--- config.mk ---
export PLATFORM = sky130hd
export DESIGN_NAME = mod_fifo_n
export DESIGN_NICKNAME = d
export VERILOG_FILES = /design/src/rtl/mod_fifo_n.sv
export SDC_FILE = /design/constraint.sdc
export NUM_CORES = 1
export LEC_CHECK = 0
export ABC_AREA = 1
export ABC_CLOCK_PERIOD_IN_PS = 4000
export CORE_ASPECT_RATIO = 0.9
export CORE_MARGIN = 1
export CORE_UTILIZATION = 52
export CTS_CLUSTER_SIZE = 12
export DETAILED_ROUTE_END_ITERATION = 6
export PLACE_DENSITY = 0.78
export SYNTH_ARGS = -nofsm -noshare
export SYNTH_HDL_FRONTEND = slang
export SYNTH_SLANG_ARGS = --single-unit
--- constraint.sdc ---
create_clock -name clk -period 4 [get_ports clk]
set_input_delay 0.4 -clock clk [delete_from_list [all_inputs] [get_ports clk]]
set_output_delay 0.4 -clock clk [all_outputs]
set_load 0.01 [all_outputs]
--- src/rtl/mod_fifo_n.sv ---
// -----------------------------------------------------------------------------
// mod_fifo_n
//
// Parametrised synchronous FIFO for the AES256 datapath. Buffers WIDTH-bit
// words between a producer (ROM / S-box stage) and a consumer (16-byte state
// register). Successor to the single-entry byte buffer: configurable depth,
// full / count / almost-full status, simultaneous push and pop, and optional
// sticky error flags.
//
// Optional feature macro: FIFO_ERR_FLAGS_EN
//   defined   -> ports ovf, udf, err_clr exist (sticky overflow/underflow flags)
//   undefined -> those ports are absent; dropped writes and empty reads are silent
//
// Parameters
//   WIDTH     data word width in bits (>= 1)
//   DEPTH     number of storage entries (>= 2, any integer, not only powers of 2)
//   AF_LEVEL  almost_full asserts when count >= AF_LEVEL (1..DEPTH)
//
// Ports
//   clk          in   1      single clock, rising edge
//   resetn       in   1      asynchronous active-low reset
//   wr_en        in   1      push request
//   wr_data      in   WIDTH  push data
//   rd_en        in   1      pop request
//   rd_data      out  WIDTH  registered pop data, holds between pops
//   empty        out  1      count == 0
//   full         out  1      count == DEPTH
//   almost_full  out  1      count >= AF_LEVEL
//   count        out  CW     occupancy 0..DEPTH, CW = $clog2(DEPTH+1)
//   ovf          out  1      sticky overflow flag      (FIFO_ERR_FLAGS_EN only)
//   udf          out  1      sticky underflow flag     (FIFO_ERR_FLAGS_EN only)
//   err_clr      in   1      synchronous clear of ovf/udf (FIFO_ERR_FLAGS_EN only)
// -----------------------------------------------------------------------------
module mod_fifo_n #(
  parameter int WIDTH    = 8,
  parameter int DEPTH    = 16,
  parameter int AF_LEVEL = 12,
  localparam int CW      = $clog2(DEPTH + 1)
) (
  input  logic             clk,
  input  logic             resetn,
  input  logic             wr_en,
  input  logic [WIDTH-1:0] wr_data,
  input  logic             rd_en,
  output logic [WIDTH-1:0] rd_data,
  output logic             empty,
  output logic             full,
  output logic             almost_full,
  output logic [CW-1:0]    count
`ifdef FIFO_ERR_FLAGS_EN
  ,
  output logic             ovf,
  output logic             udf,
  input  logic             err_clr
`endif
);

  localparam int AW = $clog2(DEPTH);

  // Pointer advance with an explicit wrap compare, so non-power-of-2 depths
  // never index past the last entry.
  function automatic logic [AW-1:0] ptr_inc(input logic [AW-1:0] ptr);
    if (ptr == AW'(DEPTH - 1)) begin
      return '0;
    end
    return ptr + AW'(1);
  endfunction

  logic [WIDTH-1:0] mem [DEPTH];
  logic [AW-1:0]    wr_ptr;
  logic [AW-1:0]    rd_ptr;
  logic             push_ok;
  logic             pop_ok;
  logic [CW-1:0]    count_nxt;

  // A push into a full FIFO is accepted only when a pop frees a slot in the
  // same cycle. A pop never sees the word being pushed this cycle (no
  // fall-through), because pop_ok looks at the registered empty flag.
  always_comb begin
    push_ok   = wr_en && (!full || rd_en);
    pop_ok    = rd_en && !empty;
    count_nxt = count + CW'(push_ok) - CW'(pop_ok);
  end

  // Storage is not reset; only pointers and status decide what is valid.
  always_ff @(posedge clk) begin
    if (push_ok) begin
      mem[wr_ptr] <= wr_data;
    end
  end

  // Pointers, count, read data and status flags. Flags are computed from the
  // next count so they change on the same edge as count itself.
  always_ff @(posedge clk or negedge resetn) begin
    if (!resetn) begin
      wr_ptr      <= '0;
      rd_ptr      <= '0;
      count       <= '0;
      rd_data     <= '0;
      empty       <= 1'b1;
      full        <= 1'b0;
      almost_full <= 1'b0;
    end else begin
      if (push_ok) begin
        wr_ptr <= ptr_inc(wr_ptr);
      end
      if (pop_ok) begin
        rd_ptr  <= ptr_inc(rd_ptr);
        rd_data <= mem[rd_ptr];
      end
      count       <= count_nxt;
      empty       <= (count_nxt == '0);
      full        <= (count_nxt == CW'(DEPTH));
      almost_full <= (count_nxt >= CW'(AF_LEVEL));
    end
  end

`ifdef FIFO_ERR_FLAGS_EN
  // Sticky error flags; a clear in the same cycle as a new error wins.
  always_ff @(posedge clk or negedge resetn) begin
    if (!resetn) begin
      ovf <= 1'b0;
      udf <= 1'b0;
    end else if (err_clr) begin
      ovf <= 1'b0;
      udf <= 1'b0;
    end else begin
      if (wr_en && !push_ok) begin
        ovf <= 1'b1;
      end
      if (rd_en && empty) begin
        udf <= 1'b1;
      end
    end
  end
`endif

endmodule
---- Word level (Yosys, flattened, before mapping) ----
Memory sizes are Yosys's and may differ from the RTL's. A register that Yosys moved wholly into a read port is not among the register bits.
Cells that the tools add are included.
operators by class
  add/sub/neg operators ................... 4
  $mul .................................... 0
  divide/modulo/power cells ............... 0
  $lt $le $gt $ge ......................... 1
  eq/ne operators ......................... 3
  shifts and indexed selects .............. 0
  mux-type cells .......................... 10
  bitwise gates (word level) .............. 0
  reduce and logical (&&, ||, !) cells .... 7
operators with widths
  operator                                                               count
  4-bit two-way mux                                                      4
  4-bit by 1-bit adder with 4-bit output, second input constant          2
  4-bit == test, second input constant                                   2
  1-bit two-way mux                                                      6
  5-bit by 1-bit adder with 5-bit output                                 1
  5-bit == test, second input constant                                   1
  5-bit by 4-bit >= comparator with 1-bit output, second input constant  1
  5-bit zero test                                                        1
  5-bit by 1-bit subtractor with 5-bit output                            1
  1-bit zero test                                                        3
  1-bit logical AND                                                      2
  1-bit logical OR                                                       1
word-level totals
  register bits after elaboration ......... 16
  bits in latches ......................... 0
  RAM bits ................................ 128
  memory bits (read-only) ................. 0
  output and inout port bits .............. 16
  memories ................................ 1
memory list
  name  depth  bits a word  read ports  clocked after memory_dff  write ports  line  text
  mem   16     8            1           1                         1            69    logic [WIDTH-1:0] mem [DEPTH];

---- Depth between registers and ports, before layout ----
  depth after elaboration ................. 6
  gate-level depth with buffers ........... 14

---- Least setup slack after synthesis ----
Ideal clock, no wire load.
  path type ............................... input to register
  start ................................... input port rd_en
  end ..................................... register almost_full
  setup time .............................. 127 ps
  arrival ................................. 2171 ps
  data required time ...................... 3873 ps
  setup slack ............................. 1702 ps
  cell stages on the path ................. 11
  path buffers ............................ 1
  cell sequence ........................... inv_1 -> nor2_1 -> buf_2 -> ha_1 -> inv_1 -> ha_1 -> inv_1 -> fa_1 -> o21ai_1 -> xor2_1 -> nand2_1
RTL lines
  element                                         line  text
  start: declaration                              44    input logic rd_en,
  1-bit logical AND                               81    pop_ok = rd_en && !empty;
  via pop_ok                                      73    logic pop_ok;
  5-bit by 1-bit subtractor with 5-bit output     82    count_nxt = count + CW'(push_ok) - CW'(pop_ok);
  5-bit by 4-bit >= comparator with 1-bit output  114   almost_full <= (count_nxt >= CW'(AF_LEVEL));
  end signal: assignment                          114
  end: declaration                                48    output logic almost_full,
The timed path passes the listed nets, and every way through them passes these cells.
A chain may end at the register's enable or synchronous reset.

---- Worst setup path after layout ----
  start ................................... input port rd_en
  end ..................................... register empty
between the ends
  cells in the longest elaborated chain, start to end .. 5
RTL lines
  element                                        line  text
  1-bit logical OR                               80    push_ok = wr_en && (!full || rd_en);
  1-bit logical AND                              80
  5-bit by 1-bit adder with 5-bit output         82
  5-bit by 1-bit subtractor with 5-bit output *  82
  via count_nxt[4]                               74    logic [CW-1:0] count_nxt;
  5-bit zero test *                              112   empty <= (count_nxt == '0);
  end signal: assignment                         112
  end: declaration                               46    output logic empty,
Mark *: on every way through the listed nets, which the timed path passes. The rest lies on a longest branch.

==> impl_table.tex <==
\begin{tabular}{lr}
\hline
Metric & Value \\
\hline
\multicolumn{2}{l}{\textbf{Status}} \\
\quad Status & finished clean \\
\multicolumn{2}{l}{\textbf{Cells and area}} \\
\quad Antenna Diode Count & 0 \\
\quad Finished Layout Cells & $\sim$830 \\
\quad Growth of design area from synthesis to finish & 15.0\% \\
\quad Filler cell count in the final layout & roughly 960 \\
\quad Utilization of the core after routing & 0.621 \\
\quad Layout cell share with drive strength beyond 1 & 0.0629 \\
\quad Final \#Nets & slightly below 700 \\
\multicolumn{2}{l}{\textbf{Synth}} \\
\quad Number of standard cells after synthesis & 630 \\
\quad Most frequently used cell type in the post-synthesis netlist & sky130\_fd\_sc\_hd\_\_nand2\_1 \\
\quad Share of the synthesized area in the top cell type & 0.585 \\
\quad Synth top area cells & sky130\_fd\_sc\_hd\_\_edfxtp\_1 59\%, sky130\_fd\_sc\_hd\_\_nand2\_1 10\%, sky130\_fd\_sc\_hd\_\_dfrtp\_1 8.8\% \\
\quad Number of enable flip-flop cells after synthesis & 128 \\
\quad Register bit total from synthesis & 152 \\
\quad FFs w/ async S/R, synth & 0.158 \\
\quad Unique masters post-synth & 23 \\
\quad Syn Nets & between 600 and 700 \\
\quad Top cell types by occurrence after synthesis & 175 x sky130\_fd\_sc\_hd\_\_nand2\_1, 128 x sky130\_fd\_sc\_hd\_\_edfxtp\_1, 97 x sky130\_fd\_sc\_hd\_\_inv\_1 \\
\quad Warnings, synthesis & 0 \\
\quad Cell type with the highest aggregate area in the netlist & sky130\_fd\_sc\_hd\_\_edfxtp\_1 \\
\quad Average instance area after synthesis & $\sim$10 sq um \\
\quad Post-Synthesis Cell Area & around 6600 sq um \\
\quad Most frequently used flop master after synthesis & sky130\_fd\_sc\_hd\_\_edfxtp\_1 \\
\quad Register area share after synthesis & 0.677 \\
\multicolumn{2}{l}{\textbf{Floorplan}} \\
\quad Height of the chip & 109 um \\
\quad Core Rows & 38 \\
\quad Overall die width & between 100 and 150 um \\
\quad Total I/O pin count & 28 \\
\quad Initial Util & 0.539 \\
\quad Die area & roughly 13000 sq um \\
\quad Area inside the core boundary & between 10000 and 15000 sq um \\
\multicolumn{2}{l}{\textbf{STA}} \\
\quad Final worst-path setup slack & 1.50 ns \\
\quad Slew margin rel. & 0.283 \\
\quad Setup skew after layout & between 0.01 and 0.015 ns \\
\quad Setup repair after global routing missed its margin & false \\
\quad Period utilization & 0.626 \\
\quad Transition time at the pin with the least slew margin & about 1.1 ns \\
\quad Final hold viol count & 0 \\
\quad Max Clock Freq & 0.399 GHz \\
\quad Post-route minimum period & roughly 2.5 ns \\
\quad Final max-slew violation count & 0 \\
\quad Number of setup violations in the final report & 0 \\
\quad Final setup TNS & 0 ns \\
\multicolumn{2}{l}{\textbf{Global route}} \\
\quad Wire length of the first global-routing pass & approximately 23 mm \\
\quad Antenna violations before repair & 0 \\
\quad GRT Total Usage & 0.249 \\
\quad Maximum number of pins on one net before global-route repair & 67 \\
\quad Global route total overflow & 0 \\
\quad Vias in the first global route & roughly 4400 \\
\multicolumn{2}{l}{\textbf{Setup path}} \\
\quad Worst Path Max Fanout & 23 \\
\quad Setup crit start kind & input port \\
\quad Required time at the worst-slack endpoint & $\sim$4.4 ns \\
\quad Critical Path Sink Type & flop \\
\quad Arrival time of data at the critical path endpoint & 2.86 ns \\
\quad Critical setup path kind & input port to flop \\
\multicolumn{2}{l}{\textbf{Clock tree}} \\
\quad Post-CTS Hold Buffers & 0 \\
\quad Clock Latency Late Sink & about 0.43 ns \\
\quad TritonCTS clock tree & yes \\
\quad Clock tree sinks & $\sim$150 \\
\quad Total number of H-tree levels & 4 \\
\quad Buffer count from post-CTS setup fixing & 0 \\
\quad Clock root buffer & sky130\_fd\_sc\_hd\_\_clkbuf\_16 \\
\quad Cts bufs inserted & 17 \\
\quad Clock Tree Buf Depth & 2 \\
\quad Gates resized, CTS repair & 0 \\
\quad Clock transition time at the flip-flop clock pins of the worst setup and hold paths & roughly 0.06 ns \\
\multicolumn{2}{l}{\textbf{Routing}} \\
\quad Post-DR wirelength/cell & roughly 18 um \\
\quad Starting DRC count in detailed routing & 482 \\
\quad DRC violations left & 0 \\
\quad DRT antenna net count & 0 \\
\quad Amount of wire on met3 after detailed routing & $\sim$1.1 mm \\
\quad Total vias in the final route & 4500 \\
\quad Total wire length after detailed routing & between 10 and 15 mm \\
\quad Post-route met1 wirelength & between 6 and 7 mm \\
\quad DRT Pass-1 Iters & 6 \\
\quad Top routing layer used & met4 \\
\quad Via-per-instance ratio & 5.43 \\
\quad Routed wire length on met2 & 7.14 mm \\
\multicolumn{2}{l}{\textbf{Pwr}} \\
\quad Clk network pwr share & 0.292 \\
\quad Share of power burned in combinational logic & 0.326 \\
\quad Static power due to leakage & 3.18 nW \\
\quad Total power consumption of the routed design & 5.60 mW \\
\quad Cell area power density & 741 nW/um\^{}2 \\
\quad Sequential share of power & 0.383 \\
\quad Maximum vdd drop & 0.406 mV \\
\quad Net switching power & roughly 2.0 mW \\
\quad Switching fraction of total power & 0.359 \\
\quad Internal power contribution & around 3.6 mW \\
\multicolumn{2}{l}{\textbf{Place}} \\
\quad Pre-CTS worst setup slack & 1.05 ns \\
\quad Count of input and output buffers & 27 \\
\quad Gp weighted congestion & between 0.9 and 1 \\
\quad DP HPWL & about 9 mm \\
\quad Number of cells after detailed placement & 796 \\
\multicolumn{2}{l}{\textbf{Flow run}} \\
\quad Maxcap violations & 0 \\
\multicolumn{2}{l}{\textbf{Min path}} \\
\quad Worst min-delay path class & input port to asynchronous set/reset pin \\
\hline
\end{tabular}
-- final timing paths --
kind,start,to,slack (ns),depth (start not counted)
min,resetn,almost_full$_DFF_PN0_,0.34,2
max,rd_en,empty$_DFF_PN1_,1.50,13
min in group clk,rd_ptr[3]$_DFFE_PN0P_,rd_ptr[3]$_DFFE_PN0P_,0.53,1
min reg2reg,rd_ptr[3]$_DFFE_PN0P_,rd_ptr[3]$_DFFE_PN0P_,0.53,1
max in group asynchronous,resetn,empty$_DFF_PN1_,3.37,2
max reg2reg,empty$_DFF_PN1_,empty$_DFF_PN1_,1.52,11
-- registers in the layout (all words and copies together) (netlist names) --
register / cells
almost_full: 1
wr_ptr: 4
rd_ptr: 4
empty: 1
count: 5
rd_data: 8
mem: 128
full: 1
-- through the flow --
step	hold WS, ns	area [sq um]
2_1_floorplan	0.104	6570
3_3_place_gp	0.511	6940
3_5_place_dp	0.513	6940
4_1_cts	0.338	7550
5_1_grt	0.357	7550
6_report	0.336	7550
-- metal layers --
metal | up-vias | track usage
met3 | 17 | 0.0580
met2 | 183 | 0.394
met4 | 0 | 0.0961
met5 | - | 0
met1 | 2201 | 0.336
li1 | 2099 | -
-- cell usage in the layout, fill, tap and decap left out, drive strengths merged --
master,netlist,layout
nand2,175,175
edfxtp,128,128
inv,101,106
nand3,94,94
nor2,37,37
clkdlybuf4s50,0,27
dfrtp,23,23
clkbuf,5,22
a21oi,17,17
ha,10,10
o21ai,7,7
xor2,4,4
buf,20,4
clkinv,1,4
nor3,3,3
xnor2,1,1
nand4,1,1
o211ai,1,1
fa,1,1
bufinv,0,1
clkinvlp,0,1
dfstp,1,1
-- worst max-delay path: stages --
cell and delay (ns):
sky130_fd_sc_hd__clkdlybuf4s50_1 0.46, sky130_fd_sc_hd__inv_1 0.05, sky130_fd_sc_hd__nor2_1 0.09, sky130_fd_sc_hd__buf_4 0.25
sky130_fd_sc_hd__ha_1 0.28, sky130_fd_sc_hd__inv_1 0.06, sky130_fd_sc_hd__ha_1 0.16, sky130_fd_sc_hd__inv_1 0.07
sky130_fd_sc_hd__fa_1 0.40, sky130_fd_sc_hd__o21ai_1 0.20, sky130_fd_sc_hd__xor2_1 0.27, sky130_fd_sc_hd__inv_2 0.06
sky130_fd_sc_hd__nor2_1 0.12
-- area by class of cell --
class	count	area (sq um)	share of cell area
tap	160	200	0.0265
inverter	102	384	0.0509
sequential	152	4450	0.589
timing repair buffer	31	300	0.0398
clock inverter	10	100	0.0133
clock buffer	22	518	0.0686
multi-input combinational	351	1600	0.212
-- cell families (layout without fill, tap and decap cells) --
group                    after synthesis  count (layout)  share of synthesized area
AND/OR/NAND/NOR                      310             310                      0.196
buffers and inverters                127             165                     0.0787
adder cells (fa/ha/maj)               11              11                     0.0221
AO/OA/AOI/OAI                         25              25                     0.0194
flip-flops                           152             152                      0.677
XOR/XNOR                               5               5                    0.00667
-- power by group through the flow --
stage	logic [mW]	registers, mW	clock network [mW]
after floorplan	1.22	2.15	0
after global placement	1.72	2.16	0
after detailed placement	1.79	2.17	0
after CTS	1.80	2.14	1.64
after global routing	2.03	2.16	1.70
final	1.82	2.14	1.63
No activity file was read; power rests on OpenSTA's default activity.
